<file path="src/rtl/lifo_stack.sv">
// lifo_stack: parametrised LIFO stack with registered top-of-stack, status
// flags, sticky overflow/underflow errors and push+pop top replacement.
//
// Ports:
//   clk          rising-edge clock
//   reset        synchronous active-low reset
//   push         push data_in (with pop: replace top)
//   pop          drop top entry (with push: replace top)
//   clear_err    clear sticky error flags (a new error the same edge wins)
//   data_in      word to push / replace with
//   data_out     registered top-of-stack, 0 when empty
//   count        number of valid entries, 0..DEPTH
//   empty        count == 0
//   full         count == DEPTH
//   almost_full  count >= AFULL
//   overflow     sticky: push refused because the stack was full
//   underflow    sticky: pop refused because the stack was empty
module lifo_stack #(
    parameter int unsigned WIDTH = 18,
    parameter int unsigned SIZE  = 2,
    parameter int unsigned AFULL = (2 ** SIZE) - 1
) (
    input  logic              clk,
    input  logic              reset,
    input  logic              push,
    input  logic              pop,
    input  logic              clear_err,
    input  logic [WIDTH-1:0]  data_in,
    output logic [WIDTH-1:0]  data_out,
    output logic [SIZE:0]     count,
    output logic              empty,
    output logic              full,
    output logic              almost_full,
    output logic              overflow,
    output logic              underflow
);

    localparam int unsigned DEPTH = 2 ** SIZE;
    localparam int unsigned CW    = SIZE + 1;

    logic [WIDTH-1:0] mem [DEPTH];

    logic [SIZE:0]    count_nxt;
    logic [WIDTH-1:0] data_nxt;
    logic             ovf_nxt;
    logic             unf_nxt;
    logic             wr_en;
    logic [SIZE-1:0]  wr_idx;

    // Next-state decode of the push/pop pair; the top is always data_out.
    always_comb begin
        count_nxt = count;
        data_nxt  = data_out;
        ovf_nxt   = overflow & ~clear_err;
        unf_nxt   = underflow & ~clear_err;
        wr_en     = 1'b0;
        wr_idx    = '0;

        unique case ({push, pop})
            2'b10: begin
                if (!full) begin
                    wr_en     = 1'b1;
                    wr_idx    = SIZE'(count);
                    count_nxt = count + CW'(1);
                    data_nxt  = data_in;
                end else begin
                    ovf_nxt = 1'b1;
                end
            end
            2'b01: begin
                if (!empty) begin
                    count_nxt = count - CW'(1);
                    // New top lives two below the old count; none left -> 0.
                    if (count >= CW'(2)) begin
                        data_nxt = mem[SIZE'(count - CW'(2))];
                    end else begin
                        data_nxt = '0;
                    end
                end else begin
                    unf_nxt = 1'b1;
                end
            end
            2'b11: begin
                // Replace the top; on an empty stack this is a plain push.
                wr_en    = 1'b1;
                data_nxt = data_in;
                if (empty) begin
                    wr_idx    = '0;
                    count_nxt = CW'(1);
                end else begin
                    wr_idx = SIZE'(count - CW'(1));
                end
            end
            default: begin
            end
        endcase
    end

    // Storage array, not reset; writes suppressed while reset is asserted.
    always_ff @(posedge clk) begin
        if (reset && wr_en) begin
            mem[wr_idx] <= data_in;
        end
    end

    // Pointer, top-of-stack, status and error registers.
    always_ff @(posedge clk) begin
        if (!reset) begin
            count       <= '0;
            data_out    <= '0;
            empty       <= 1'b1;
            full        <= 1'b0;
            almost_full <= 1'b0;
            overflow    <= 1'b0;
            underflow   <= 1'b0;
        end else begin
            count       <= count_nxt;
            data_out    <= data_nxt;
            empty       <= (count_nxt == '0);
            full        <= (count_nxt == CW'(DEPTH));
            almost_full <= (count_nxt >= CW'(AFULL));
            overflow    <= ovf_nxt;
            underflow   <= unf_nxt;
        end
    end

endmodule

</file>
<file path="config.mk">
export PLATFORM = sky130hd
export DESIGN_NAME = lifo_stack
export DESIGN_NICKNAME = d
export VERILOG_FILES = /design/src/rtl/lifo_stack.sv
export SDC_FILE = /design/constraint.sdc
export NUM_CORES = 1
export LEC_CHECK = 0
export ABC_AREA = 1
export BUFFER_PORTS_ARGS = -buffer_cell sky130_fd_sc_hd__buf_2
export CORE_MARGIN = 2
export CORE_UTILIZATION = 32
export DETAILED_ROUTE_END_ITERATION = 8
export SYNTH_ARGS = -nofsm -noshare
export SYNTH_HDL_FRONTEND = slang
export SYNTH_SLANG_ARGS = --single-unit
</file>
<file path="constraint.sdc">
create_clock -name clk -period 5.9 [get_ports clk]
set_input_delay 0 -clock clk [delete_from_list [all_inputs] [get_ports clk]]
set_output_delay 0 -clock clk [all_outputs]
set_load 0.005 [all_outputs]
</file>
# [Yosys cells after proc, flatten, opt, wreduce, memory -nomap -nowiden]
# Memory sizes are Yosys's and may differ from the RTL's.
# Cells that the tools add are included.
[word_totals] mem_bits_rw=72 n_memories=1 wordCells=45 out_inout_bits=26 input_bits=23 regBits=26
[mem_list] memory="mem" words=4 width=18 rd=1 rd_ports_with_merged_regs=0 wr=1 line_no="41" rtl="logic [WIDTH-1:0] mem [DEPTH];"
[classes] muxes=19 eq_ne=6 n_lt_le_gt_ge=2 n_reduce_logical=4 bitwise=3 addsub=3
[op_table] cell="18-bit 2-to-1 mux" count=3
[op_table] cell="18-bit one-hot mux with 3 select lines" count=1
[op_table] cell="3-bit 2-to-1 mux" count=3
[op_table] cell="3-bit one-hot mux with 3 select lines" count=1
[op_table] cell="1-bit 2-to-1 mux" count=7
[op_table] cell="3-bit by 2-bit greater-or-equal comparator with 1-bit output, second input constant" count=2
[op_table] cell="2-bit == test, second input constant" count=2
[op_table] cell="2-bit 2-to-1 mux" count=2
[op_table] cell="2-bit inequality test, second input constant" count=2
[op_table] cell="2-bit one-hot mux with 2 select lines" count=1
[op_table] cell="3-bit by 1-bit adder with 3-bit output, second input constant" count=1
[op_table] cell="3-bit == test, second input constant" count=1
[op_table] cell="3-bit logical NOT" count=1
[op_table] cell="3-bit AND reduction" count=1
[op_table] cell="3-bit nonzero test" count=1
[op_table] cell="3-bit by 1-bit subtractor with 3-bit output, second input constant" count=1
[op_table] cell="1-bit AND" count=2
[op_table] cell="2-bit by 1-bit == test with 1-bit output, second input constant" count=1
[op_table] cell="1-bit one-hot mux with 2 select lines" count=1
[op_table] cell="2-bit subtractor, second input constant" count=1
[op_table] cell="1-bit logical AND" count=1
[op_table] cell="1-bit inverter" count=1

# [Logic depth before layout (Yosys ltp)]
# Gate-level depths: netlist of run 1.
[depth] ltp_word=5 depth_mapped=11 ltp_nobuf=9

# [Worst setup path before layout of run 1]
# OpenSTA, ideal clock, no wires.
[synth_path] path_kind="register to register" start="register count[0]" end="memory mem[2][0] (enable)" period_less_slack_ns=2.649 setup_slack_ns=3.251 required_ns=5.507 path_buffers=2 stages_incl_launch_ff=8 arrival_time_ns=2.257 setup_time_ns=0.393 path_cell_list="dfxtp_1 buf_2 inv_2 buf_2 ha_1 o22ai_1 inv_1 nor2_1"
[synth_via] elab_chain_len=3 word_cells_on_any_way=4 cone_classes="add/sub: 1; mux: 3"
[synth_lines] element="start, declared" line_no="30" rtl="output logic [SIZE:0] count,"
[synth_lines] element="start signal, assigned" line_no="117" rtl="count <= count_nxt;"
[synth_lines] element="3-bit by 1-bit subtractor with 3-bit output" line_no="91" rtl="wr_idx = SIZE'(count - CW'(1));"
[synth_lines] element="2-bit 2-to-1 mux" line_no="87" rtl="if (empty) begin"
[synth_lines] element="2-bit one-hot mux with 2 select lines (*)" line_no="59" rtl="unique case ({push, pop})"
[synth_lines] element="end, declared" line_no="41"
# Every way passes the cells marked *; elsewhere a longest branch is shown, timed or not.

# [Worst setup path after layout of run 1]
[layout_path] start="register count[1]" end="memory mem[1][10] (enable)"
# Same word-level chain as after synthesis.

==> results of run 1 <==
area by class of cell:
cell class,instances,share of cell area (%)
clock buffers,11,4.80
inverters,21,1.63
well taps,168,4.34
repair buffers,73,9.81
clock inverters,5,0.646
multi-input cells,226,23.4
flip-flops and latches,98,55.4
per-stage QoR:
step	utilization, %	area (um^2)
final	40.2	4840
after global routing	40.2	4840
after CTS	40.2	4840
after detailed placement	36.4	4390
after global placement	36.4	4390
after floorplan	-	3970
report_power, final:
group,total [mW],internal (mW),switching (mW)
sequential,0.791,0.776,0.0149
clock,0.527,0.284,0.243
combinational,0.232,0.0804,0.151
total,1.55,1.14,0.409
placed cells by master (no fill, tap or decap):
cell and n:
buf_4 6, clkbuf_16 9, nor2_1 45, buf_2 48, nand3_2 1, dlygate4sd3_1 19, nand2_2 1, nand2_1 41
or2_2 1, inv_2 4, a21oi_1 38, o21ai_2 1, o21ai_1 8, nor2_2 1, nand3_1 8, clkinv_1 1
o21ai_0 47, nand4_1 4, clkinvlp_4 3, dfxtp_1 26, nor3_1 1, ha_1 6, nor2_8 1, edfxtp_1 72
nor2_4 1, o22ai_1 20, inv_1 17, clkinv_2 1, clkbuf_1 2, nor2b_1 1
flip-flops by register name (all words and copies together) (netlist names):
register / flops
almost_full: 1
count: 3
data_out: 18
empty: 1
full: 1
mem: 72
overflow: 1
underflow: 1
routing by layer:
layer | track usage [%] | vias up | wire (um)
met1 | 18.6 | 1447 | 4340
met3 | 2.72 | 13 | 362
li1 | - | 1421 | -
met2 | 24.3 | 67 | 4590
met5 | 0 | - | 0
met4 | 5.70 | 0 | 177
path summary, 6_finish.rpt:
kind / from / to / depth (start not counted)
worst min-delay path: pop / overflow / 4
worst max register to register: count[1] / mem[1][10] / 6
worst max-delay path: count[1] / mem[1][10] / 6
worst min register to register: overflow / overflow / 2
Yosys cell counts, drive strengths merged:
cell / instances / area share [%]
a21oi: 38 / 4.8
buf: 8 / 1.1
clkbuf: 9 / 0.85
dfxtp: 26 / 13
edfxtp: 72 / 54
ha: 6 / 1.9
inv: 21 / 2.0
nand2: 42 / 4.0
nand3: 9 / 1.3
nand4: 4 / 0.63
nor2: 48 / 5.2
nor2b: 1 / 0.16
nor3: 1 / 0.13
o21ai: 56 / 7.1
o22ai: 20 / 3.1
or2: 1 / 0.16
worst min-delay path, delay by kind of cell:
kind / cells / cell delay, ns
AOI/OAI and AO/OA: 1 / 0.05
and+or+nand+nor: 2 / 0.19
buffers and inverters: 1 / 0.17
cell families after synthesis:
logic type | share of synthesized area [%]
DFF | 67.5
buffers and inverters | 3.97
adders and majority gates | 1.89
and+or+nand+nor | 11.6
AOI/OAI and AO/OA | 15.1
==> impl_metrics.py, run 1 <==
metrics = {
    "timing": {
        "layout_setup_ws_ns": 2.83,
        "skew_ns": 0.00552,
        "slew_headroom_pct": 23.6,
        "report.final.slew_viol_count": 0,
        "tightest_slew_ns": 1.14,
        "rsz0062_at_grt": "false",
        "layout_min_cycle_time_ns": 3.07,
        "tns_ns": 0,
        "setup_viol": 0,
        "clock.fmax_mhz": 325,
        "hold_viol_final": 0,
        "whs_ns": 0.117,
        "period_share_pct": 52.1,
    },
    "logic_synthesis": {
        "synth_area_um2": 3970,
        "synth_cell_type_count": 27,
        "synth-seq-cells": 98,
        "syn_area_per_cell_um2": 11.0,
        "syn_inst": 362,
        "synthesis.nets": 391,
        "yosys_warnings": 0,
        "yosysSeqAreaShare_pct": 67.5,
    },
    "flow_run": {
        "cap_violations": 0,
    },
    "routing": {
        "firstDrtPassIters": 4,
        "ant_nets": 0,
        "vias": 2948,
        "wirelength_um": 9460,
        "routed_via_density": 4.90,
        "wire_per_inst_um": 15.7,
        "drt-initial-drc-count": 195,
        "drt_drc_violations_left": 0,
    },
    "setup_path": {
        "crit_type": "reg2reg",
        "critPathMaxFanout": 25,
        "cp-end-kind": "flip-flop",
        "cpPeakStageDelay_ns": 0.93,
        "crit_family": "buffers and inverters",
        "critPathLaunchType": "flip-flop",
        "cp_slowest_cell": "nor2_1",
        "rrSetupSlack_ns": 2.83,
        "crit_arrival_ns": 3.12,
        "crit_top_cell": "buf_4",
        "critical_path_required_ns": 5.95,
        "crit_path_cell_trace": "buf_4, inv_1, ha_1, o22ai_1, nor2_1, buf_4",
        "worst-path-buf-inv": 3,
    },
    "clock_network": {
        "cts_buffers": 9,
        "insertion_delay_ns": 0.34,
        "clkTransAtPathRegs_ns": 0.07,
        "postCtsSetupBuffers": 0,
        "postCtsHoldBufs": 19,
        "clk_path_buf_depth": 2,
        "tritoncts": "yes",
        "root_buffer": "clkbuf_16",
        "cts.sink_count": 98,
        "htreeDepth": 3,
        "post_cts_resized": 0,
    },
    "place": {
        "finalWeightedCongestion": 0.871,
        "place_inst": 567,
        "dp_hpwl_um": 5970,
        "dpl_worst_slack_ns": 2.86,
        "portBuffers": 48,
    },
    "power": {
        "ir_drop_mv": 0.150,
        "leakagePower_nw": 1.80,
        "p_total_mw": 1.55,
        "power.density_nw_per_um2": 320,
    },
    "grt": {
        "grt_max_degree": 41,
        "grt_pass1_vias": 2941,
        "grt_pass1_wl_um": 14800,
        "grt_overflow": 0,
        "track_usage_pct": 14.5,
        "antenna_found_initial": 0,
    },
    "finish": {
        "num_antenna_cells": 0,
        "area_growth_syn_to_layout_pct": 21.9,
        "nets": 458,
        "layout.area.seq_um2": 2680,
        "multi_input_area_um2": 1130,
        "drive_above_1_share_pct": 18.0,
        "finalNonFillerCells": 602,
        "fillers": 1148,
    },
    "floorplanning": {
        "row_count": 40,
        "core_area_um2": 12100,
        "io_pins": 49,
        "initial_core_util_pct": 32.9,
        "die_x_um": 115,
        "die_y_um": 115,
        "die_area_um2": 13300,
    },
    "run_status": {
        "status": "finished, final reports clean",
    },
    "hold_path": {
        "hp-class": "in2reg",
    },
}
Note: power is estimated with default switching activity, not from simulation.
==> run 2, diff against run 1 <==
==> constraint.sdc (replaced) <==
create_clock -name clk -period 2.8 [get_ports clk]
set_input_delay 0 -clock clk [delete_from_list [all_inputs] [get_ports clk]]
set_output_delay 0 -clock clk [all_outputs]
set_load 0.005 [all_outputs]
==> impl_metrics.py, run 2 (synthesis results as in run 1) <==
metrics = {
    "finish": {
        "top_register": "mem",
        "largest_reg_flops": 72,
        "top_regs": "mem (72), data_out (18), count (3)",
        "nets": 464,
        "area_growth_syn_to_layout_pct": 24.4,
        "fillers": 1152,
        "multi_input_area_um2": 1130,
        "mostFrequentLayoutCell": "edfxtp_1",
        "num_antenna_cells": 0,
        "drive_above_1_share_pct": 19.3,
        "layout_common_cells": "72 x edfxtp_1, 48 x buf_2, 47 x o21ai_0, 45 x nor2_1, 41 x nand2_1",
        "layout.area.seq_um2": 2680,
    },
    "timing": {
        "tightest_slew_ns": 0.854,
        "hold_viol_final": 0,
        "setup_viol": 0,
        "skew_ns": 0.00553,
        "clock.fmax_mhz": 490,
        "layout_min_cycle_time_ns": 2.04,
        "slew_headroom_pct": 43.0,
        "period_share_pct": 72.9,
        "rsz0062_at_grt": "false",
        "layout_setup_ws_ns": 0.758,
        "tns_ns": 0,
        "whs_ns": 0.106,
        "report.final.slew_viol_count": 0,
    },
    "clock_network": {
        "clkTransAtPathRegs_ns": 0.07,
        "tritoncts": "yes",
        "cts.sink_count": 98,
        "clk_path_buf_depth": 2,
        "postCtsSetupBuffers": 0,
        "post_cts_resized": 0,
        "postCtsHoldBufs": 19,
        "root_buffer": "clkbuf_16",
        "cts_buffers": 9,
        "htreeDepth": 3,
        "insertion_delay_ns": 0.34,
    },
    "floorplanning": {
        "io_pins": 49,
        "initial_core_util_pct": 32.9,
        "die_area_um2": 13300,
        "die_x_um": 115,
        "core_area_um2": 12100,
        "row_count": 40,
        "die_y_um": 115,
    },
    "grt": {
        "track_usage_pct": 14.8,
        "grt_max_degree": 41,
        "antenna_found_initial": 0,
        "grt_overflow": 0,
        "grt_pass1_wl_um": 15000,
        "grt_pass1_vias": 2935,
    },
    "routing": {
        "drt-initial-drc-count": 187,
        "firstDrtPassIters": 5,
        "ant_nets": 0,
        "wirelength_um": 9360,
        "wire_per_inst_um": 15.4,
        "routed_via_density": 4.83,
        "vias": 2937,
        "drt_drc_violations_left": 0,
    },
    "setup_path": {
        "crit_top_cell": "buf_4",
        "critPathMaxFanout": 22,
        "crit_arrival_ns": 2.09,
        "cp_slowest_cell": "dfxtp_1",
        "crit_path_cell_trace": "inv_2, buf_4, ha_1, inv_1, o22ai_1, nand2_1, nor2_1, buf_4",
        "critical_path_required_ns": 2.85,
        "crit_type": "reg2reg",
        "cp-end-kind": "flip-flop",
        "cpPeakStageDelay_ns": 0.32,
        "critPathLaunchType": "flip-flop",
    },
    "power": {
        "p_total_mw": 3.46,
        "leakagePower_nw": 1.87,
        "ir_drop_mv": 0.300,
        "power.density_nw_per_um2": 701,
    },
    "place": {
        "dpl_worst_slack_ns": 0.760,
        "finalWeightedCongestion": 0.862,
        "dp_hpwl_um": 6050,
        "portBuffers": 48,
    },
    "run_status": {
        "status": "finished, final reports clean",
    },
    "hold_path": {
        "hp-class": "in2reg",
    },
    "flow_run": {
        "cap_violations": 0,
    },
}
## run 2: critical path: cells and delay by family (launching register included)
| family | cells | cell delay, ns |
|---|---|---|
| DFF | 1 | 0.32 |
| adders and majority gates | 1 | 0.17 |
| and+or+nand+nor | 2 | 0.25 |
| buffers and inverters | 4 | 0.81 |
| AOI/OAI and AO/OA | 1 | 0.19 |
## run 2: worst paths after layout
kind | slack, ns | depth (start not counted) | from | to
setup / recovery | 0.76 | 8 | count[0] | mem[3][7]
hold reg to reg | 0.47 | 2 | overflow | overflow
setup reg to reg | 0.76 | 8 | count[0] | mem[3][7]
hold / removal | 0.11 | 4 | pop | overflow
## run 2: final cells by class
cell class	count	share of cell area, %
Multi-Input combinational cell	226	22.9
Clock buffer	9	4.55
Clock inverter	7	1.90
Sequential cell	98	54.3
Inverter	21	1.59
Timing Repair Buffer	79	10.5
Tap cell	168	4.25
## run 2: stage by stage
step	std cells	utilization, %	cell area [um^2]
detailed placement	573	36.8	4440
finish	608	41.0	4940
floorplan	362	-	3970
global route	608	41.0	4940
CTS	608	41.0	4940
global placement	573	36.8	4440
## run 2: per-layer routing
| layer | up-vias | share of wire (%) | track usage, % |
|---|---|---|---|
| li1 | 1436 | - | - |
| met1 | 1390 | 44 | 19.2 |
| met2 | 91 | 47 | 23.5 |
| met3 | 20 | 5.5 | 2.25 |
| met4 | 0 | 4.1 | 8.76 |
| met5 | - | 0 | 0 |
## run 2: power by group
part	leakage, nW	internal (mW)	switching (mW)
clock network	0.155	0.781	0.523
logic	0.845	0.177	0.317
registers	0.869	1.63	0.0320
==> run 3, diff against run 2 <==
==> constraint.sdc (replaced) <==
create_clock -name clk -period 2.1 [get_ports clk]
set_input_delay 0 -clock clk [delete_from_list [all_inputs] [get_ports clk]]
set_output_delay 0 -clock clk [all_outputs]
set_load 0.005 [all_outputs]
==> impl_metrics.py, run 3 (synthesis results as in run 1) <==
metrics = {
    "setup_path": {
        "worst-path-buf-inv": 3,
        "crit_path_cell_trace": "inv_1, nand3_1, o22ai_2, inv_2, nor2_4, buf_4",
        "critical_path_required_ns": 2.14,
        "crit_arrival_ns": 1.87,
        "cp-end-kind": "flip-flop",
        "critPathMaxFanout": 10,
        "crit_type": "reg2reg",
        "cp_slowest_cell": "dfxtp_1",
        "critPathLaunchType": "flip-flop",
        "cpPeakStageDelay_ns": 0.37,
        "crit_family": "buffers and inverters",
    },
    "finish": {
        "layout.area.seq_um2": 2680,
        "num_antenna_cells": 0,
        "top_register": "mem",
        "area_growth_syn_to_layout_pct": 26.8,
        "layout_common_cells": "72 x edfxtp_1, 48 x buf_2, 47 x o21ai_0, 41 x nand2_1, 41 x nor2_1",
        "finalNonFillerCells": 611,
        "nets": 467,
        "multi_input_area_um2": 1170,
        "mostFrequentLayoutCell": "edfxtp_1",
        "fillers": 1190,
        "fin_area_um2": 5040,
        "drive_above_1_share_pct": 20.8,
        "largest_reg_flops": 72,
        "top_regs": "mem (72), data_out (18), count (3)",
    },
    "grt": {
        "grt_max_degree": 40,
        "grt_overflow": 0,
        "grt_pass1_vias": 2877,
        "track_usage_pct": 15.1,
        "grt_pass1_wl_um": 15000,
        "antenna_found_initial": 0,
    },
    "power": {
        "ir_drop_mv": 0.367,
        "power.density_nw_per_um2": 940,
        "leakagePower_nw": 1.90,
        "p_total_mw": 4.74,
    },
    "hold_path": {
        "hp-class": "in2reg",
    },
    "clock_network": {
        "root_buffer": "clkbuf_16",
        "tritoncts": "yes",
        "cts_buffers": 9,
        "htreeDepth": 3,
        "cts.sink_count": 98,
        "clkTransAtPathRegs_ns": 0.06,
        "clk_path_buf_depth": 2,
        "post_cts_resized": 0,
        "insertion_delay_ns": 0.34,
    },
    "timing": {
        "tns_ns": 0,
        "skew_ns": 0.00781,
        "clock.fmax_mhz": 547,
        "slew_headroom_pct": 38.1,
        "report.final.slew_viol_count": 0,
        "period_share_pct": 87.1,
        "layout_min_cycle_time_ns": 1.83,
        "rsz0062_at_grt": "false",
        "hold_viol_final": 0,
        "whs_ns": 0.122,
        "setup_viol": 0,
        "tightest_slew_ns": 0.928,
    },
    "routing": {
        "ant_nets": 0,
        "drt_drc_violations_left": 0,
        "firstDrtPassIters": 4,
        "drt-initial-drc-count": 215,
        "routed_via_density": 4.91,
        "vias": 2999,
        "wirelength_um": 9550,
        "wire_per_inst_um": 15.6,
    },
    "floorplanning": {
        "io_pins": 49,
        "initial_core_util_pct": 32.9,
        "row_count": 40,
        "die_y_um": 115,
        "die_area_um2": 13300,
        "die_x_um": 115,
        "core_area_um2": 12100,
    },
    "flow_run": {
        "cap_violations": 0,
    },
    "place": {
        "dpl_cell_area_um2": 4490,
        "portBuffers": 48,
        "place_inst": 574,
        "finalWeightedCongestion": 0.854,
        "dp_hpwl_um": 5960,
    },
    "run_status": {
        "status": "finished, final reports clean",
    },
}
[run 3: changes by cell type in the layout (fill, tap and decap cells not counted), sizes merged]
cell / previous run / this run
bufinv: 2 / 3
buf: 60 / 61
clkbuf: 9 / 11
clkinv: 5 / 2
dlygate4sd3: 19 / 21
[run 3: where the power goes]
group / switching (mW) / internal (mW) / leakage [nW] / total [mW]
Combinational: 0.437 / 0.245 / 0.865 / 0.682
Sequential: 0.0435 / 2.18 / 0.869 / 2.22
Clock: 0.670 / 1.16 / 0.161 / 1.83
[run 3: metal layers]
layer / part of all wire (%) / global-route usage (%) / wire length [um] / vias up
met5: 0 / 0 / 0 / -
met4: 1.4 / 5.06 / 130 / 0
met3: 6.7 / 4.39 / 639 / 13
met2: 48 / 25.1 / 4560 / 100
met1: 44 / 19.0 / 4220 / 1445
li1: - / - / - / 1441
[run 3: worst reg2reg max path: cells and delay by family, from the launching register on]
family                 cells  cell delay [ns]
buffers and inverters      3             0.55
AND/OR/NAND/NOR            2             0.26
flip-flops                 1             0.37
AO/OA/AOI/OAI              1             0.36
[run 3: repair_timing]
item                       CTS  global route
setup endpoints to repair    0             0
hold endpoints to repair    75             0
hold buffers                21             0
buffers inserted             0             0
[run 3: path summary, 6_finish.rpt]
kind	startpoint	to	slack, ns	cells after the start
max	empty	mem[2][13]	0.27	6
min	push	underflow	0.12	4
max reg2reg	empty	mem[2][13]	0.27	6
min reg2reg	underflow	underflow	0.46	2
[run 3: final cells by class]
class	instances	area share (%)
clock buffer	11	4.62
multi-input combinational	226	23.2
tap	168	4.17
clock inverter	5	2.04
inverter	21	1.56
timing repair buffer	82	11.1
sequential	98	53.3
[run 3: through the flow]
| stage | setup slack (ns) | utilization [%] |
|---|---|---|
| final | 0.271 | 41.8 |
| after global routing | 0.141 | 41.8 |
| after CTS | 0.276 | 41.8 |
| after detailed placement | 0.279 | 37.3 |
| after global placement | 0.320 | 37.3 |
| after floorplan | -0.0446 | - |
